--- config.mk ---
export PLATFORM = sky130hd
export DESIGN_NAME = piso_serializer
export DESIGN_NICKNAME = d
export VERILOG_FILES = /design/src/rtl/piso_serializer_pkg.sv /design/src/rtl/piso_serializer_bit_counter.sv /design/src/rtl/piso_serializer.sv
export SDC_FILE = /design/constraint.sdc
export NUM_CORES = 1
export LEC_CHECK = 0
export BUFFER_PORTS_ARGS = -buffer_cell sky130_fd_sc_hd__buf_2
export CAP_MARGIN = 20
export CORE_MARGIN = 2
export CORE_UTILIZATION = 25
export DETAILED_ROUTE_END_ITERATION = 8
export PLACE_DENSITY = 0.46
export RECOVER_POWER = 100
export SLEW_MARGIN = 25
export SYNTH_ARGS = -nofsm -noshare
export SYNTH_HDL_FRONTEND = slang
export SYNTH_SLANG_ARGS = --single-unit
--- constraint.sdc ---
create_clock -name clk -period 1.6 [get_ports clk]
set_input_delay 0.24 -clock clk [delete_from_list [all_inputs] [get_ports clk]]
set_output_delay 0.24 -clock clk [all_outputs]
set_load 0.02 [all_outputs]
--- src/rtl/piso_serializer_pkg.sv ---
// Shared types and helpers for the PISO serializer: FSM state encoding and counter sizing.
package piso_serializer_pkg;

    typedef enum logic {
        ST_IDLE  = 1'b0,
        ST_SHIFT = 1'b1
    } state_t;

    // Counter needs at least one bit even for single-bit words.
    function automatic int cnt_width(input int width);
        return (width > 1) ? $clog2(width) : 1;
    endfunction

endpackage

--- src/rtl/piso_serializer_bit_counter.sv ---
// Modulo-WIDTH bit counter with synchronous clear, enable and a terminal-count flag.
import piso_serializer_pkg::*;

module bit_counter #(
    parameter int WIDTH = 4
) (
    input  logic clk,
    input  logic rst,
    input  logic clr,
    input  logic en,
    output logic tc
);

    localparam int CNT_W = cnt_width(WIDTH);
    localparam logic [CNT_W-1:0] LAST = CNT_W'(WIDTH - 1);

    logic [CNT_W-1:0] count;

    // Clear wins over enable; an enable at terminal count wraps to zero, never past WIDTH-1.
    always_ff @(posedge clk or posedge rst) begin
        if (rst) begin
            count <= '0;
        end else if (clr) begin
            count <= '0;
        end else if (en) begin
            count <= (count == LAST) ? '0 : count + CNT_W'(1);
        end
    end

    assign tc = (count == LAST);

endmodule

--- src/rtl/piso_serializer.sv ---
// Parallel-in/serial-out stage: accepts a WIDTH-bit word via valid/ready and shifts it out one bit per clock.
import piso_serializer_pkg::*;

module piso_serializer #(
    parameter int WIDTH     = 4,
    parameter int MSB_FIRST = 1
) (
    input  logic             clk,
    input  logic             rst,
    input  logic             din_valid,
    input  logic [WIDTH-1:0] din,
    output logic             din_ready,
    output logic             sout,
    output logic             sout_valid,
    output logic             sout_last,
    output logic             busy
);

    state_t           state, next_state;
    logic [WIDTH-1:0] shreg, next_shreg;
    logic             tc;
    logic             cnt_clr, cnt_en;
    logic             accept;

    bit_counter #(.WIDTH(WIDTH)) u_bit_counter (
        .clk (clk),
        .rst (rst),
        .clr (cnt_clr),
        .en  (cnt_en),
        .tc  (tc)
    );

    // A new word may enter while idle or during the final bit, so words stream gap-free.
    assign din_ready = !rst && ((state == ST_IDLE) || tc);
    assign accept    = din_valid && din_ready;

    always_comb begin
        next_state = state;
        next_shreg = shreg;
        cnt_clr    = 1'b0;
        cnt_en     = 1'b0;
        case (state)
            ST_IDLE: begin
                if (accept) begin
                    next_shreg = din;
                    next_state = ST_SHIFT;
                    cnt_clr    = 1'b1;
                end
            end
            ST_SHIFT: begin
                if (!tc) begin
                    next_shreg = (MSB_FIRST != 0) ? (shreg << 1) : (shreg >> 1);
                    cnt_en     = 1'b1;
                end else if (accept) begin
                    next_shreg = din;
                    cnt_clr    = 1'b1;
                end else begin
                    next_shreg = '0;
                    next_state = ST_IDLE;
                    cnt_clr    = 1'b1;
                end
            end
            default: begin
                next_shreg = '0;
                next_state = ST_IDLE;
                cnt_clr    = 1'b1;
            end
        endcase
    end

    always_ff @(posedge clk or posedge rst) begin
        if (rst) begin
            state <= ST_IDLE;
            shreg <= '0;
        end else begin
            state <= next_state;
            shreg <= next_shreg;
        end
    end

    // The shift register is zeroed whenever the FSM idles, so sout is already 0 outside SHIFT.
    assign sout       = (MSB_FIRST != 0) ? shreg[WIDTH-1] : shreg[0];
    assign sout_valid = (state == ST_SHIFT);
    assign sout_last  = sout_valid && tc;
    assign busy       = sout_valid;

endmodule

==> results.cfg, run 1 <==
[final_layout]
nFillCells = 147
regArea_um2 = 175
fin_cells = 64
drive_above_1_share_pct = 28.6
final_cell_mix = 8 x buf_2, 7 x dfrtp_1, 5 x nand2_1, 4 x clkbuf_1
final_common_cell = buf_2
area_delta_synth_final_pct = 31.6
nets = 58
n_antenna_cell = 0
multi_input_area_um2 = 168

[global_routing]
grt_max_degree = 9
antenna_found_initial = 0
grt_pass1_wl_um = 1440
grt_pass1_vias = 311
grt_usage_pct = 10.9
overflow = 0

[sta]
drv_slew = 0
holdWs_ps = 239
slew_headroom_pct = 73.5
period_share_pct = 97.0
worstMarginPinSlew_ps = 397
fmax_mhz = 644
fin_setup_tns_ps = 0
finalHoldViolCount = 0
rsz0062_at_grt = false
finalClockSkew_ps = 1.16
period_needed_ps = 1550
setup_violations = 0

[route]
drt_iter0_markers = 12
drc = 0
vias = 310
totalWireLength_um = 771
antenna_left = 0
dr.pass1.iters = 4
wl_per_cell_um = 12.0
vias_per_cell = 4.84

[power]
total_power_mw = 0.833
power_density_nw_per_um2 = 1790
ir_drop_mv = 0.583
p_leak_nw = 0.227

[critical_path]
r2r_end = shreg[3]
crit_type = flip-flop to output pin
reg2reg_slack_ps = 480
cp.arrival_ps = 1310
r2r-start = u_bit_counter.count[0]
crit_fanout = 5
cp-start-kind = flip-flop
ff2ff_path_depth = 4
cp-end-kind = output pin
cp.required_ps = 1360

[place]
numPortBuffers = 11
dp_cells = 58
place_congestion = 0.757
dp_hpwl_um = 591

[cts]
cts_buffers = 3
clk_pin_slew_worst_paths_ps = 50
clock_sinks = 7
clkLatencyLatePin_ps = 250
cts.htree.levels = 1
tritoncts = built
cts_root_buf = clkbuf_4
cts_buffer_depth = 2

[hold_path]
worstHoldPathType = input port to flip-flop
worstHoldStart = din[2]
min_path_cells = 3
whs_endpoint = shreg[2]

[yosys]
synthXorXnorAreaFrac_pct = 0
yosys-mux-area-fraction_pct = 2.84
netlist_area_um2 = 353
synthDistinctLibCells = 17
synthAdderAreaFrac_pct = 3.55
syn_inst = 33
yosys.area_share.simple_pct = 19.9
synth_compound_area_share_pct = 19.9
yosys_warnings = 0
synth_nets = 41
synth_top_family_by_area = compound AO/OA/AOI/OAI gates
ys_seq_area_share_pct = 49.6
synth_seq_cells = 7
avgSynthCellArea_um2 = 10.7

[floorplanning]
num_io_pins = 12
die_area_um2 = 1730
coreArea_um2 = 1320
dieWidth_um = 41.6
die_h_um = 41.6
start_util_pct = 26.8
rows = 13

[run_status]
status = complete, no violations

[job]
max-cap-violations = 0
-- metrics by stage --
step           instance area (µm²)  setup slack, ps  utilization [%]
2_1_floorplan                  353              287                -
3_3_place_gp                   419              229             31.8
3_5_place_dp                   419              215             31.8
4_1_cts                        468             16.1             35.5
5_1_grt                        464             2.47             35.2
6_report                       464             48.0             35.2
-- flip-flops by register name (all words and copies together), names as in the netlist --
signal,count
shreg,4
busy,1
u_bit_counter.count,2
-- layer usage --
layer,GRT usage [%],vias up,wire (µm)
met5,0,-,0
met4,5.81,0,0
met3,4.35,0,48
met2,14.7,10,332
met1,14.7,147,390
li1,-,153,-
-- Yosys cell counts (all sizes together) --
library cell | n | area (µm²)
nor2 | 1 | 3.75
a32o | 1 | 10.0
nor2b | 1 | 13.8
nand3 | 1 | 5.00
nand2 | 5 | 18.8
nand2b | 2 | 12.5
inv | 2 | 7.51
o21ai | 1 | 5.00
o211ai | 3 | 22.5
a32oi | 3 | 26.3
dfrtp | 7 | 175
mux2i | 1 | 10.0
buf | 1 | 7.51
and2b | 1 | 10.0
o22ai | 1 | 6.26
and2 | 1 | 6.26
ha | 1 | 12.5
-- worst max path at each step --
| stage | cells past startpoint | to | startpoint | slack, ps |
|---|---|---|---|---|
| floorplan | 3 | din_ready | u_bit_counter.count[0] | 290 |
| global placement | 4 | din_ready | u_bit_counter.count[0] | 230 |
| detailed placement | 4 | din_ready | u_bit_counter.count[0] | 220 |
| CTS | 4 | din_ready | u_bit_counter.count[0] | 20 |
| global route | 4 | din_ready | u_bit_counter.count[0] | 2 |
| finish | 4 | din_ready | u_bit_counter.count[0] | 50 |
-- critical path, cell delays in order, from the launching register on --
cell     delay [ps]
dfrtp_1         420
ha_4            190
and2b_4         270
nor2_1           40
buf_2           150
-- cells by family after synthesis --
kind of cell / Yosys count
and+or+nand+nor: 12
AOI/OAI and AO/OA: 9
DFF: 7
buffers and inverters: 3
muxes: 1
adders and majority gates: 1
-- report_power, final --
part / internal, mW / leakage (nW) / total (mW) / switching, mW
sequential: 0.248 / 0.0890 / 0.316 / 0.0686
clock: 0.0950 / 0.0150 / 0.158 / 0.0629
combinational: 0.160 / 0.123 / 0.358 / 0.198
-- timing repair --
| action | CTS | global route |
|---|---|---|
| pin swaps | 0 | 1 |
| setup buffers | 0 | 1 |
| gates resized for setup | 2 | 0 |
| setup endpoints to repair | 1 | 1 |
| hold buffers | 1 | 0 |
| gates cloned | 0 | 0 |
| endpoints found under the hold margin | 7 | 0 |
-- final cells by class --
class	instances	share of cell area (%)
Timing Repair Buffer	13	14.8
Multi-Input combinational cell	23	36.1
Tap cell	15	4.04
Sequential cell	7	37.7
Clock buffer	4	5.66
Inverter	2	1.62
No activity file was read; power rests on OpenSTA's default activity.
==> run 2, diff against run 1 <==
CORE_AREA = 2 2 39 41   (was unset)
CORE_MARGIN = unset   (was 2)
CORE_UTILIZATION = unset   (was 25)
DIE_AREA = 0 0 41 43   (was unset)
PLACE_DENSITY = 0.48   (was 0.46)
==> run 2 against run 1 <==
Compared with the run above:
- clock skew rose by 11 ps
- cell count up 1.6%
- power up 1.6%
- largest cell class unchanged
- highest routed layer unchanged
==> results.cfg, run 2 (synthesis results as in run 1) <==
[run_status]
status = complete, no violations

[global_routing]
overflow = 0
grt_pass1_vias = 293
antenna_found_initial = 0
grt_max_degree = 9
grt_pass1_wl_um = 1260
grt_usage_pct = 11.2

[cts]
cts_buffer_depth = 2
clk_pin_slew_worst_paths_ps = 60
cts.htree.levels = 1
clock_sinks = 7
tritoncts = built
clkLatencyLatePin_ps = 260
cts_buffers = 3
cts_root_buf = clkbuf_4
post_cts_buffers = 0

[power]
p_int_mw = 0.511
swShare_pct = 39.6
clkPwrFrac_pct = 19.4
power_frac_seq_pct = 37.0
ir_drop_mv = 0.778
combPwrFrac_pct = 43.6
switchingPower_mw = 0.335
power_density_nw_per_um2 = 1810
p_leak_nw = 0.227

[sta]
setup_violations = 0
period_needed_ps = 1560
fmax_mhz = 641
fin_ws_ps = 40.3
period_share_pct = 97.5
drv_slew = 0
worstMarginPinSlew_ps = 393
finalClockSkew_ps = 11.9
finalHoldViolCount = 0
slew_headroom_pct = 73.8
fin_setup_tns_ps = 0

[place]
place_congestion = 0.752
dp_hpwl_um = 567
numPortBuffers = 11
post-place-ws_ps = 254

[critical_path]
cp-start-kind = flip-flop
crit_type = flip-flop to output pin
cp_slowest_stage_delay_ps = 410
cp_cell_sequence = ha_4 -> and2b_4 -> nor2_1 -> buf_4
reg2reg_slack_ps = 470
path_buf_inv = 1
cp.required_ps = 1360
cp-end-kind = output pin
crit_fanout = 5
cpMaxStageDelayCell = dfrtp_1
cp.arrival_ps = 1320
path_delay_family = flip-flops

[final_layout]
final_common_cell = dfrtp_1
final_cell_mix = 7 x dfrtp_1, 6 x buf_2, 5 x nand2_1, 4 x clkbuf_1
nets = 58
area_delta_synth_final_pct = 32.6
n_antenna_cell = 0
drive_above_1_share_pct = 28.6
largest_register_ffs = 4
top_register = shreg

[route]
vias = 307
antenna_left = 0
vias_per_cell = 4.72
drt_iter0_markers = 4
totalWireLength_um = 792
dr.pass1.iters = 4
wl_per_cell_um = 12.2
drc = 0

[job]
max-cap-violations = 0

[floorplanning]
die_area_um2 = 1760
die_h_um = 43
rows = 14
coreArea_um2 = 1380
start_util_pct = 25.5
num_io_pins = 12
dieWidth_um = 41

[hold_path]
worstHoldPathType = input port to flip-flop
==> run 2: changes by cell type in the layout (fill, tap and decap cells not counted), sizes merged <==
cell    change
buf         -1
clkbuf      +1
==> run 2: final timing paths <==
path / from / endpoint / depth (start not counted)
setup / recovery: u_bit_counter.count[1] / din_ready / 4
hold / removal: din[2] / shreg[2] / 3
setup reg to reg: u_bit_counter.count[1] / u_bit_counter.count[0] / 4
hold reg to reg: shreg[0] / shreg[1] / 2
max in group asynchronous: rst / shreg[0] / 3
min in group asynchronous: rst / u_bit_counter.count[1] / 3
==> run 2: per-layer routing <==
metal,GRT usage (%),vias to the layer above,part of all wire [%]
met3,6.28,0,9.2
met4,4.00,0,0
met5,0,-,0
met1,15.5,141,48
li1,-,152,-
met2,14.4,14,42
==> run 2: area by class of cell <==
type / instances / area [µm²]
Clock buffer: 4 / 26.3
Sequential cell: 7 / 175
Inverter: 2 / 7.51
Tap cell: 16 / 20.0
Multi-Input combinational cell: 23 / 168
Fill cell: 145 / 916
Timing Repair Buffer: 13 / 71.3
==> run 2: stage by stage <==
stage,area [µm²],hold WS [ps],power [mW],instances,utilization [%]
after CTS,467,233,0.830,65,33.7
after global routing,468,240,0.929,65,33.8
after detailed placement,428,244,0.651,60,30.9
after global placement,428,237,0.656,60,30.9
after floorplan,353,43.4,0.554,33,-
final,468,231,0.846,65,33.8
==> run 2: timing repair <==
item | CTS | global route
hold buffers | 1 | 0
resized for setup | 1 | 2
endpoints found under the setup margin | 1 | 1
hold endpoints to repair | 7 | 0
pin swaps | 0 | 1
==> run 2: power by group through the flow <==
stage               sequential [mW]  combinational [mW]  clock (mW)
global route                  0.324               0.425       0.180
floorplan                     0.315               0.239           0
CTS                           0.302               0.359       0.169
global placement              0.306               0.351           0
detailed placement            0.303               0.348           0
finish                        0.313               0.369       0.164
==> run 2: worst reg2reg max path: stages (launching register included) <==
cell      delay (ps)
dfrtp_1          410
ha_4             190
buf_4            140
nand2b_1         150
o22ai_1          160
